`config.mk`:
```
export PLATFORM = sky130hd
export DESIGN_NAME = multi_channel_strobe_generator
export DESIGN_NICKNAME = d
export VERILOG_FILES = /design/src/rtl/strobe_generator_channel.sv /design/src/rtl/multi_channel_strobe_generator.sv
export SDC_FILE = /design/constraint.sdc
export NUM_CORES = 1
export LEC_CHECK = 0
export BUFFER_PORTS_ARGS = -buffer_cell sky130_fd_sc_hd__buf_2
export CAP_MARGIN = 10
export CELL_PAD_IN_SITES_DETAIL_PLACEMENT = 1
export CELL_PAD_IN_SITES_GLOBAL_PLACEMENT = 2
export CORE_UTILIZATION = 38
export DETAILED_ROUTE_END_ITERATION = 8
export PLACE_DENSITY = 0.87
export SLEW_MARGIN = 20
export SYNTH_ARGS = -nofsm -noshare
export SYNTH_HDL_FRONTEND = slang
export SYNTH_SLANG_ARGS = --single-unit
```
`constraint.sdc`:
```
create_clock -name clock -period 3.9 [get_ports clock]
set_input_delay 0.39 -clock clock [delete_from_list [all_inputs] [get_ports clock]]
set_output_delay 0.39 -clock clock [all_outputs]
set_load 0.02 [all_outputs]
```
`src/rtl/strobe_generator_channel.sv`:
```
// ----------------------------------------------------------------------------
// StrobeGeneratorChannel
//
// One independent waveform channel. It holds an active configuration (period,
// high time, one-shot) that drives the running counter, plus a shadow copy that
// a configuration write lands in while the channel is busy. The shadow is
// promoted at the next period boundary, so a running period is never cut short.
//
// Ports:
//   clock      - sole clock, everything on the rising edge
//   clear      - synchronous active-high reset
//   i_enable   - level-sensitive run enable; a rising edge starts the channel
//   i_write    - accepted configuration write aimed at this channel
//   i_period   - written period in cycles (0 keeps the channel silent)
//   i_high     - written number of high cycles per period
//   i_oneshot  - written mode: 1 = run one period then stop
//   o_pending  - a shadow configuration is waiting to be promoted
//   o_wave     - registered periodic waveform
//   o_strobe   - registered one-cycle pulse at every period start
//   o_done     - one-shot finished, held until enable drops
// ----------------------------------------------------------------------------
module strobe_generator_channel #(
  parameter int COUNTER_WIDTH = 16
) (
  input  logic                     clock,
  input  logic                     clear,
  input  logic                     i_enable,
  input  logic                     i_write,
  input  logic [COUNTER_WIDTH-1:0] i_period,
  input  logic [COUNTER_WIDTH-1:0] i_high,
  input  logic                     i_oneshot,
  output logic                     o_pending,
  output logic                     o_wave,
  output logic                     o_strobe,
  output logic                     o_done
);

  typedef enum logic [1:0] {
    ST_STOPPED = 2'd0,
    ST_RUNNING = 2'd1,
    ST_DONE    = 2'd2
  } state_t;

  state_t                   r_state, w_state;
  logic [COUNTER_WIDTH-1:0] r_count, w_count;
  logic [COUNTER_WIDTH-1:0] r_period, w_period;
  logic [COUNTER_WIDTH-1:0] r_high, w_high;
  logic [COUNTER_WIDTH-1:0] r_shPeriod, w_shPeriod;
  logic [COUNTER_WIDTH-1:0] r_shHigh, w_shHigh;
  logic                     r_oneshot, w_oneshot;
  logic                     r_shOneshot, w_shOneshot;
  logic                     r_pending, w_pending;
  logic                     r_enablePrev;
  logic                     r_armed, w_armed;
  logic                     r_wave, w_wave;
  logic                     r_strobe, w_strobe;
  logic                     r_done, w_done;
  logic                     w_rise;
  logic                     w_wrap;

  assign w_rise = i_enable && !r_enablePrev;
  assign w_wrap = (r_count == r_period - COUNTER_WIDTH'(1));

  // Next-state logic. The outputs are a registered view of the current
  // state/count, so the first strobe shows up one edge after the start edge.
  // Outputs are gated by the live enable so a dropped enable silences the
  // channel on the very edge that samples it.
  // r_armed remembers an enable edge that arrived while the active period was
  // zero, so that a later write with a real period starts the channel at once.
  always_comb begin
    w_state     = r_state;
    w_count     = r_count;
    w_period    = r_period;
    w_high      = r_high;
    w_oneshot   = r_oneshot;
    w_shPeriod  = r_shPeriod;
    w_shHigh    = r_shHigh;
    w_shOneshot = r_shOneshot;
    w_pending   = r_pending;
    w_armed     = r_armed;
    w_wave      = 1'b0;
    w_strobe    = 1'b0;
    w_done      = 1'b0;

    if (i_enable) begin
      if (r_state == ST_RUNNING) begin
        w_wave   = (r_count < r_high);
        w_strobe = (r_count == '0);
      end else if (r_state == ST_DONE) begin
        w_done = 1'b1;
      end
    end

    // A shadow left over from a channel that has since stopped is promoted now.
    if (r_pending && (r_state != ST_RUNNING)) begin
      w_period  = r_shPeriod;
      w_high    = r_shHigh;
      w_oneshot = r_shOneshot;
      w_pending = 1'b0;
    end

    // Writes to an idle channel take effect immediately; writes to a running
    // channel wait in the shadow for the period boundary.
    if (i_write) begin
      if (r_state != ST_RUNNING) begin
        w_period  = i_period;
        w_high    = i_high;
        w_oneshot = i_oneshot;
      end else begin
        w_shPeriod  = i_period;
        w_shHigh    = i_high;
        w_shOneshot = i_oneshot;
        w_pending   = 1'b1;
      end
    end

    case (r_state)
      ST_STOPPED: begin
        w_count = '0;
        if (!i_enable) begin
          w_armed = 1'b0;
        end else if (w_rise || r_armed) begin
          if (w_period != '0) begin
            w_state = ST_RUNNING;
            w_armed = 1'b0;
          end else begin
            w_armed = 1'b1;
          end
        end
      end
      ST_RUNNING: begin
        if (!i_enable) begin
          w_state = ST_STOPPED;
          w_count = '0;
        end else if (w_wrap) begin
          w_count = '0;
          if (r_pending) begin
            w_period  = r_shPeriod;
            w_high    = r_shHigh;
            w_oneshot = r_shOneshot;
            w_pending = 1'b0;
          end
          if (r_oneshot) begin
            w_state = ST_DONE;
          end else if (w_period == '0) begin
            w_state = ST_STOPPED;
            w_armed = 1'b1;
          end
        end else begin
          w_count = r_count + COUNTER_WIDTH'(1);
        end
      end
      ST_DONE: begin
        w_count = '0;
        if (!i_enable) begin
          w_state = ST_STOPPED;
        end
      end
      default: begin
        w_state = ST_STOPPED;
        w_count = '0;
      end
    endcase
  end

  // State register; clear wipes configuration, history and outputs alike.
  always_ff @(posedge clock) begin
    if (clear) begin
      r_state      <= ST_STOPPED;
      r_count      <= '0;
      r_period     <= '0;
      r_high       <= '0;
      r_oneshot    <= 1'b0;
      r_shPeriod   <= '0;
      r_shHigh     <= '0;
      r_shOneshot  <= 1'b0;
      r_pending    <= 1'b0;
      r_enablePrev <= 1'b0;
      r_armed      <= 1'b0;
      r_wave       <= 1'b0;
      r_strobe     <= 1'b0;
      r_done       <= 1'b0;
    end else begin
      r_state      <= w_state;
      r_count      <= w_count;
      r_period     <= w_period;
      r_high       <= w_high;
      r_oneshot    <= w_oneshot;
      r_shPeriod   <= w_shPeriod;
      r_shHigh     <= w_shHigh;
      r_shOneshot  <= w_shOneshot;
      r_pending    <= w_pending;
      r_enablePrev <= i_enable;
      r_armed      <= w_armed;
      r_wave       <= w_wave;
      r_strobe     <= w_strobe;
      r_done       <= w_done;
    end
  end

  assign o_pending = r_pending;
  assign o_wave    = r_wave;
  assign o_strobe  = r_strobe;
  assign o_done    = r_done;

endmodule

```
`src/rtl/multi_channel_strobe_generator.sv`:
```
// ----------------------------------------------------------------------------
// MultiChannelStrobeGenerator
//
// CHANNEL_COUNT independent strobe/waveform channels sharing one configuration
// write port with a valid/ready handshake. A channel refuses new writes while
// it still has an unpromoted shadow configuration.
//
// Ports:
//   clock          - sole clock
//   clear          - synchronous active-high reset
//   config_valid   - configuration write request
//   config_ready   - write accepted when high together with config_valid
//   config_channel - target channel of the write
//   config_period  - period in cycles, 0 = silent
//   config_high    - high cycles per period
//   config_oneshot - 1 = single period, 0 = free-running
//   enable         - per-channel run enable
//   wave_out       - per-channel waveform
//   strobe_out     - per-channel period-start pulse
//   done_out       - per-channel one-shot completion flag
// ----------------------------------------------------------------------------
module multi_channel_strobe_generator #(
  parameter  int CHANNEL_COUNT = 4,
  parameter  int COUNTER_WIDTH = 16,
  localparam int INDEX_WIDTH   = (CHANNEL_COUNT > 1) ? $clog2(CHANNEL_COUNT) : 1
) (
  input  logic                     clock,
  input  logic                     clear,
  input  logic                     config_valid,
  output logic                     config_ready,
  input  logic [INDEX_WIDTH-1:0]   config_channel,
  input  logic [COUNTER_WIDTH-1:0] config_period,
  input  logic [COUNTER_WIDTH-1:0] config_high,
  input  logic                     config_oneshot,
  input  logic [CHANNEL_COUNT-1:0] enable,
  output logic [CHANNEL_COUNT-1:0] wave_out,
  output logic [CHANNEL_COUNT-1:0] strobe_out,
  output logic [CHANNEL_COUNT-1:0] done_out
);

  logic [CHANNEL_COUNT-1:0] w_pending;
  logic [CHANNEL_COUNT-1:0] w_chanWrite;
  logic                     w_write;

  // Ready follows the addressed channel's pending flag. An index beyond the
  // last channel (non power-of-two counts) is never ready, so it cannot write.
  always_comb begin
    config_ready = 1'b0;
    for (int i = 0; i < CHANNEL_COUNT; i++) begin
      if (config_channel == INDEX_WIDTH'(i)) begin
        config_ready = !w_pending[i];
      end
    end
  end

  assign w_write = config_valid && config_ready;

  // Decode the accepted write into a one-hot per-channel strobe.
  always_comb begin
    w_chanWrite = '0;
    for (int i = 0; i < CHANNEL_COUNT; i++) begin
      w_chanWrite[i] = w_write && (config_channel == INDEX_WIDTH'(i));
    end
  end

  for (genvar g = 0; g < CHANNEL_COUNT; g++) begin : gen_channel
    strobe_generator_channel #(
      .COUNTER_WIDTH(COUNTER_WIDTH)
    ) u_channel (
      .clock     (clock),
      .clear     (clear),
      .i_enable  (enable[g]),
      .i_write   (w_chanWrite[g]),
      .i_period  (config_period),
      .i_high    (config_high),
      .i_oneshot (config_oneshot),
      .o_pending (w_pending[g]),
      .o_wave    (wave_out[g]),
      .o_strobe  (strobe_out[g]),
      .o_done    (done_out[g])
    );
  end

endmodule

```
==> results of run 1 <==
## area by class of cell
type	instances	share of cell area, %
multi-input cells	2047	53.3
flip-flops and latches	360	30.7
clock buffers	63	5.39
well taps	748	3.99
repair buffers	126	3.81
inverters	124	1.98
clock inverters	17	0.805
## worst max-delay path by stage
stage | startpoint | end | slack [ns]
5_1_grt | gen_channel[1].u_channel.r_period[0]$_SDFF_PP0_ | gen_channel[1].u_channel.r_armed$_SDFFE_PP0P_ | 0.05
6_report | gen_channel[1].u_channel.r_period[0]$_SDFF_PP0_ | gen_channel[1].u_channel.r_period[14]$_SDFF_PP0_ | 0.25
3_5_place_dp | gen_channel[1].u_channel.r_period[0]$_SDFF_PP0_ | gen_channel[1].u_channel.r_period[14]$_SDFF_PP0_ | 0.33
4_1_cts | gen_channel[1].u_channel.r_period[0]$_SDFF_PP0_ | gen_channel[1].u_channel.r_oneshot$_SDFF_PP0_ | 0.30
3_3_place_gp | gen_channel[1].u_channel.r_period[0]$_SDFF_PP0_ | gen_channel[1].u_channel.r_period[14]$_SDFF_PP0_ | 0.39
2_1_floorplan | gen_channel[0].u_channel.r_period[0]$_SDFF_PP0_ | gen_channel[0].u_channel.r_period[15]$_SDFF_PP0_ | 0.71
## metrics by stage
stage	hold slack, ns	instances	util [%]	total power [mW]
2_1_floorplan	0.433	2764	-	4.91
3_3_place_gp	0.440	3405	40.0	5.32
3_5_place_dp	0.449	3405	40.0	5.37
4_1_cts	0.0662	3485	42.7	9.61
5_1_grt	0.105	3485	42.7	9.87
6_report	0.101	3485	42.7	9.53
## state kept, by name, indices dropped and copies added (netlist names)
signal and flops:
gen_channel.u_channel.r_shHigh 64, gen_channel.u_channel.r_high 64, gen_channel.u_channel.r_armed 4, gen_channel.u_channel.r_period 64, gen_channel.u_channel.r_count 64, gen_channel.u_channel.r_enablePrev 4, gen_channel.u_channel.o_wave 4, gen_channel.u_channel.o_strobe 4
gen_channel.u_channel.r_shPeriod 64, gen_channel.u_channel.r_shOneshot 4, gen_channel.u_channel.o_pending 4, gen_channel.u_channel.o_done 4, gen_channel.u_channel.r_oneshot 4, gen_channel.u_channel.r_state 8
## synth_stat cells (14+ instances only)
cell type	count	share of area [%]
a211oi_1	17	0.60
a21o_1	24	0.85
a21oi_1	214	5.1
a221o_1	27	1.3
a22oi_1	40	1.4
a31oi_1	24	0.71
and3_1	27	0.80
buf_4	15	0.53
clkbuf_1	198	3.5
dfxtp_1	360	34
ha_1	72	4.3
inv_1	124	2.2
mux2i_1	98	4.6
nand2_1	420	7.5
nand2b_1	26	0.77
nand3_1	86	2.0
nand4_1	31	0.92
nor2_1	232	4.1
nor2b_1	24	0.71
nor3_1	59	1.4
nor4_1	52	1.5
o211ai_1	24	0.85
o21ai_0	113	2.7
o22ai_1	53	1.6
o31ai_1	14	0.50
or2_2	31	0.92
or3_1	24	0.71
or4_1	19	0.67
xnor2_1	76	3.1
xor2_1	53	2.2
## routing by layer
layer  vias to the layer above  global-route usage [%]  wire (µm)
met5                         -                       0         53
met1                     10315                    34.7      34300
met4                         8                    10.6       2650
met2                       520                    47.6      38100
met3                       159                    4.42       4090
li1                       9600                       -          -
## logic make-up after synthesis
family	after synthesis	share of synthesized area [%]
buffers and inverters	357	6.80
muxes	108	5.23
adders and majority gates	73	4.31
DFF	360	34.1
and+or+nand+nor	1093	24.8
xor gates and xnor gates	129	5.35
AOI/OAI and AO/OA	644	19.5
## worst max-delay path, cell delays in order, from the launching register on
cell and delay [ns]:
dfxtp_1 0.37, inv_1 0.10, ha_1 0.22, or4b_1 0.63, or3_1 0.39, o21ai_0 0.27
o21ai_1 0.13, a2111o_1 0.46, nor4_4 0.29, buf_12 0.25, mux2_2 0.36, nor2_1 0.08
## power by group
part | internal [mW] | switching (mW) | leakage (nW)
Clock | 2.47 | 1.75 | 0.700
Combinational | 0.530 | 0.881 | 5.16
Sequential | 3.78 | 0.118 | 2.92
==> impl_metrics.tcl, run 1 <==
set metrics [dict create \
    grt_pass1_vias 21203 \
    seq_area_frac_synth_pct 34.1 \
    clockBufferDepth 3 \
    clk_pin_slew_ns 0.06 \
    ys_warn_count 0 \
    irDropWorstVdd_mv 0.283 \
    io_pins 55 \
    initial_utilization_pct 38.4 \
    final_min_period_over_clock_period_pct 93.6 \
    hold_viol 0 \
    hold_start "enable[1]" \
    clock_skew_ns 0.0139 \
    timing.fmax_mhz 274 \
    portBuffers 54 \
    h-tree-depth 2 \
    synth_cell_types 86 \
    wl_per_cell_um 22.7 \
    vias_per_cell 5.91 \
    vias 20602 \
    worstPathArrival_ns 4.17 \
    clk_latency_ns 0.59 \
    track_usage_pct 27.7 \
    regToRegSetupSlack_ns 0.25 \
    root_buffer "clkbuf_16" \
    rsz0062_at_grt "no" \
    drtIter0Drc 1440 \
    synth_top_flop_cell "dfxtp_1" \
    fp-row-count 86 \
    final_max_slew_viol_count 0 \
    whs_path_depth 2 \
    nFillCells 6663 \
    post_cts_buffers 0 \
    crit_type "flip-flop to flip-flop" \
    n_antenna_cell 0 \
    gp_congestion 0.916 \
    die-area_um2 56600 \
    worst_slack_ns 0.250 \
    synthesis.nets 2878 \
    drive_gt1_share_pct 9.76 \
    whs_endpoint "gen_channel[1].u_channel.o_pending$_SDFF_PP0_" \
    syn_inst 2764 \
    tightest_slew_ns 0.909 \
    core_area_um2 55000 \
    layout.cell_area.non_filler_um2 23500 \
    drv_cap 0 \
    fin_tns_setup_ns 0 \
    antenna_found_initial 4 \
    final_common_cell "nand2_1" \
    r2r-start "gen_channel[1].u_channel.r_period[0]$_SDFF_PP0_" \
    setup_violations 0 \
    crit_fanout 33 \
    hold_buffers 0 \
    drtAntennaViolNets 0 \
    cp_data_required_time_ns 4.42 \
    fin_nets 2819 \
    hold_path.class "input port to flip-flop" \
    multi_input_area_um2 12500 \
    end_kind "flip-flop" \
    grt_pass1_wl_mm 123 \
    grt_overflow_total 0 \
    dr.pass1.iters 5 \
    power_density_nw_per_um2 406 \
    post-place-ws_ns 0.325 \
    die_x_um 238 \
    r2r-end "gen_channel[1].u_channel.r_period[14]$_SDFF_PP0_" \
    ff_latch_area_um2 7210 \
    status "finished, final reports clean" \
    cts_buffers 46 \
    static-leakage-power_nw 8.78 \
    max-slew-margin-rel_pct 39.4 \
    syn2layout_area_growth_pct 11.1 \
    fin_crit_ns 3.65 \
    hpwl_mm 55.1 \
    ctsResizeCount 0 \
    synth_seq_cells 360 \
    cp-start-kind "flip-flop" \
    die_height_um 238 \
    clock_sinks 360 \
    grt_start_max_net_pins 195 \
    syn_avg_cell_area_um2 7.65 \
    synth_edf_count 0 \
    synth_area_um2 21100 \
    wirelength_mm 79.2 \
    cts_tree "yes" \
    async_reset_ff_share_pct 0 \
    drc 0 \
    postPlaceCellArea_um2 22000 \
    r2r_cells 11 \
    layout_common_cells "nand2_1, dfxtp_1, nor2_1" \
]
(Power assumes the default switching activity.)
==> run 2, diff against run 1 <==
--- a/config.mk
+++ b/config.mk
@@ -9,9 +9,9 @@
 export CAP_MARGIN = 10
 export CELL_PAD_IN_SITES_DETAIL_PLACEMENT = 1
 export CELL_PAD_IN_SITES_GLOBAL_PLACEMENT = 2
-export CORE_UTILIZATION = 38
+export CORE_UTILIZATION = 34
 export DETAILED_ROUTE_END_ITERATION = 8
-export PLACE_DENSITY = 0.87
+export PLACE_DENSITY = 0.82
 export SLEW_MARGIN = 20
 export SYNTH_ARGS = -nofsm -noshare
 export SYNTH_HDL_FRONTEND = slang
==> constraint.sdc (replaced) <==
create_clock -name clock -period 3 [get_ports clock]
set_input_delay 0.3 -clock clock [delete_from_list [all_inputs] [get_ports clock]]
set_output_delay 0.3 -clock clock [all_outputs]
set_load 0.02 [all_outputs]
==> impl_metrics.tcl, run 2 (synthesized netlist as in run 1, its figures left out) <==
set metrics [dict create \
    status "finished with violations" \
    violations "negative setup slack" \
    clock_skew_ns 0.0133 \
    dr.pass1.iters 5 \
    hold_viol 0 \
    max-slew-margin-rel_pct 34.5 \
    static-leakage-power_nw 9.93 \
    clockBufferDepth 3 \
    power_density_nw_per_um2 500 \
    clk_latency_ns 0.60 \
    core_area_um2 61600 \
    final_max_slew_viol_count 0 \
    drc 0 \
    max_stage_delay_ns 0.52 \
    syn2layout_area_growth_pct 22.2 \
    cp_cell_sequence "inv_2 -> ha_4 -> or4b_4 -> or3_4 -> o21ai_2 -> o21ai_1 -> a2111o_1 -> buf_6 -> nor3_4 -> buf_4 -> nor2_1 -> o311a_1" \
    cp-start-kind "flip-flop" \
    die-area_um2 63200 \
    track_usage_pct 26.2 \
    hold_path.class "input port to flip-flop" \
    initial_utilization_pct 34.3 \
    die_height_um 251 \
    grt_pass1_vias 21921 \
    setup_violations 45 \
    crit_fanout 5 \
    cp_data_required_time_ns 3.48 \
    drtAntennaViolNets 0 \
    antenna_found_initial 3 \
    vias_per_cell 5.70 \
    fin_nets 2993 \
    crit_type "flip-flop to flip-flop" \
    fin_crit_ns 3.11 \
    grt_pass1_wl_mm 130 \
    clock_sinks 360 \
    rsz0062_at_grt "yes" \
    gp_congestion 0.919 \
    cts_buffers 45 \
    irDropWorstVdd_mv 0.406 \
    fp-row-count 91 \
    drv_cap 0 \
    clk_pin_slew_ns 0.06 \
    cts_tree "yes" \
    final_common_cell "nand2_1" \
    die_x_um 251 \
    vias 21374 \
    grt_overflow_total 0 \
    wirelength_mm 84.6 \
    grt_start_max_net_pins 183 \
    h-tree-depth 2 \
    tightest_slew_ns 0.982 \
    final_util_pct 41.9 \
    end_kind "flip-flop" \
    io_pins 55 \
    final_min_period_over_clock_period_pct 104 \
    cp_slowest_cell "or4b_4" \
    timing.fmax_mhz 322 \
    drtIter0Drc 1333 \
    wl_per_cell_um 22.6 \
    worstPathArrival_ns 3.59 \
    layout_common_cells "nand2_1, dfxtp_1, nor2_1" \
    root_buffer "clkbuf_16" \
    hpwl_mm 59.9 \
    drive_gt1_share_pct 18.8 \
    whs_ns 0.0486 \
    worst_slack_ns -0.110 \
    portBuffers 54 \
]
## run 2: final cells by class
cell class / instances / area (µm²)
Inverter: 124 / 465
Antenna cell: 1 / 2.50
Tap cell: 837 / 1050
Multi-Input combinational cell: 2047 / 13100
Clock inverter: 11 / 111
Fill cell: 7399 / 35800
Timing Repair Buffer: 301 / 2490
Sequential cell: 360 / 7210
Clock buffer: 69 / 1380
## run 2: path summary, 6_finish.rpt
kind | from | end | slack, ns | depth (start not counted)
max | gen_channel[1].u_channel.r_period[1]$_SDFF_PP0_ | gen_channel[1].u_channel.r_period[3]$_SDFF_PP0_ | -0.11 | 12
min | config_period[12] | gen_channel[2].u_channel.r_shPeriod[12]$_SDFFE_PP0P_ | 0.05 | 3
min reg2reg | gen_channel[0].u_channel.r_shHigh[10]$_SDFFE_PP0P_ | gen_channel[0].u_channel.r_shHigh[10]$_SDFFE_PP0P_ | 0.45 | 2
max reg2reg | gen_channel[1].u_channel.r_period[1]$_SDFF_PP0_ | gen_channel[1].u_channel.r_period[3]$_SDFF_PP0_ | -0.11 | 12
## run 2: per-stage QoR
stage	power [mW]	area [µm²]	TNS, ns	worst slack, ns	instances
floorplan	6.40	21200	-0.261	-0.0545	2764
CTS	12.9	25200	-1.89	-0.0968	3739
global placement	7.15	23400	-2.63	-0.204	3646
global route	13.4	25800	-9.21	-0.181	3750
finish	12.9	25800	-1.72	-0.110	3750
detailed placement	7.22	23400	-6.64	-0.207	3646
## run 2: worst max-delay path, delay by kind of cell, from the launching register on
kind                     cells  cell delay (ns)
AND/OR/NAND/NOR              4             1.24
AO/OA/AOI/OAI                4             0.90
buffers and inverters        3             0.40
flip-flops                   1             0.34
adder cells (fa/ha/maj)      1             0.13
## run 2: power by group
group	switching, mW	leakage [nW]	internal, mW
sequential	0.119	2.92	4.92
combinational	1.32	6.27	0.953
clock	2.28	0.738	3.32
total	3.73	9.93	9.19
## run 2: repair_timing
item,CTS,global route
pin swaps,7,39
resized for setup,39,119
hold endpoints to repair,1,0
hold buffers,1,0
buffers inserted,7,9
endpoints found under the setup margin,101,175
cloned,5,4
## run 2: layer usage
| layer | vias to the layer above | part of all wire [%] | GRT usage, % |
|---|---|---|---|
| li1 | 9966 | - | - |
| met3 | 150 | 4.8 | 3.61 |
| met1 | 10756 | 45 | 34.5 |
| met4 | 2 | 2.9 | 8.17 |
| met5 | - | 0.015 | 0 |
| met2 | 500 | 47 | 44.3 |
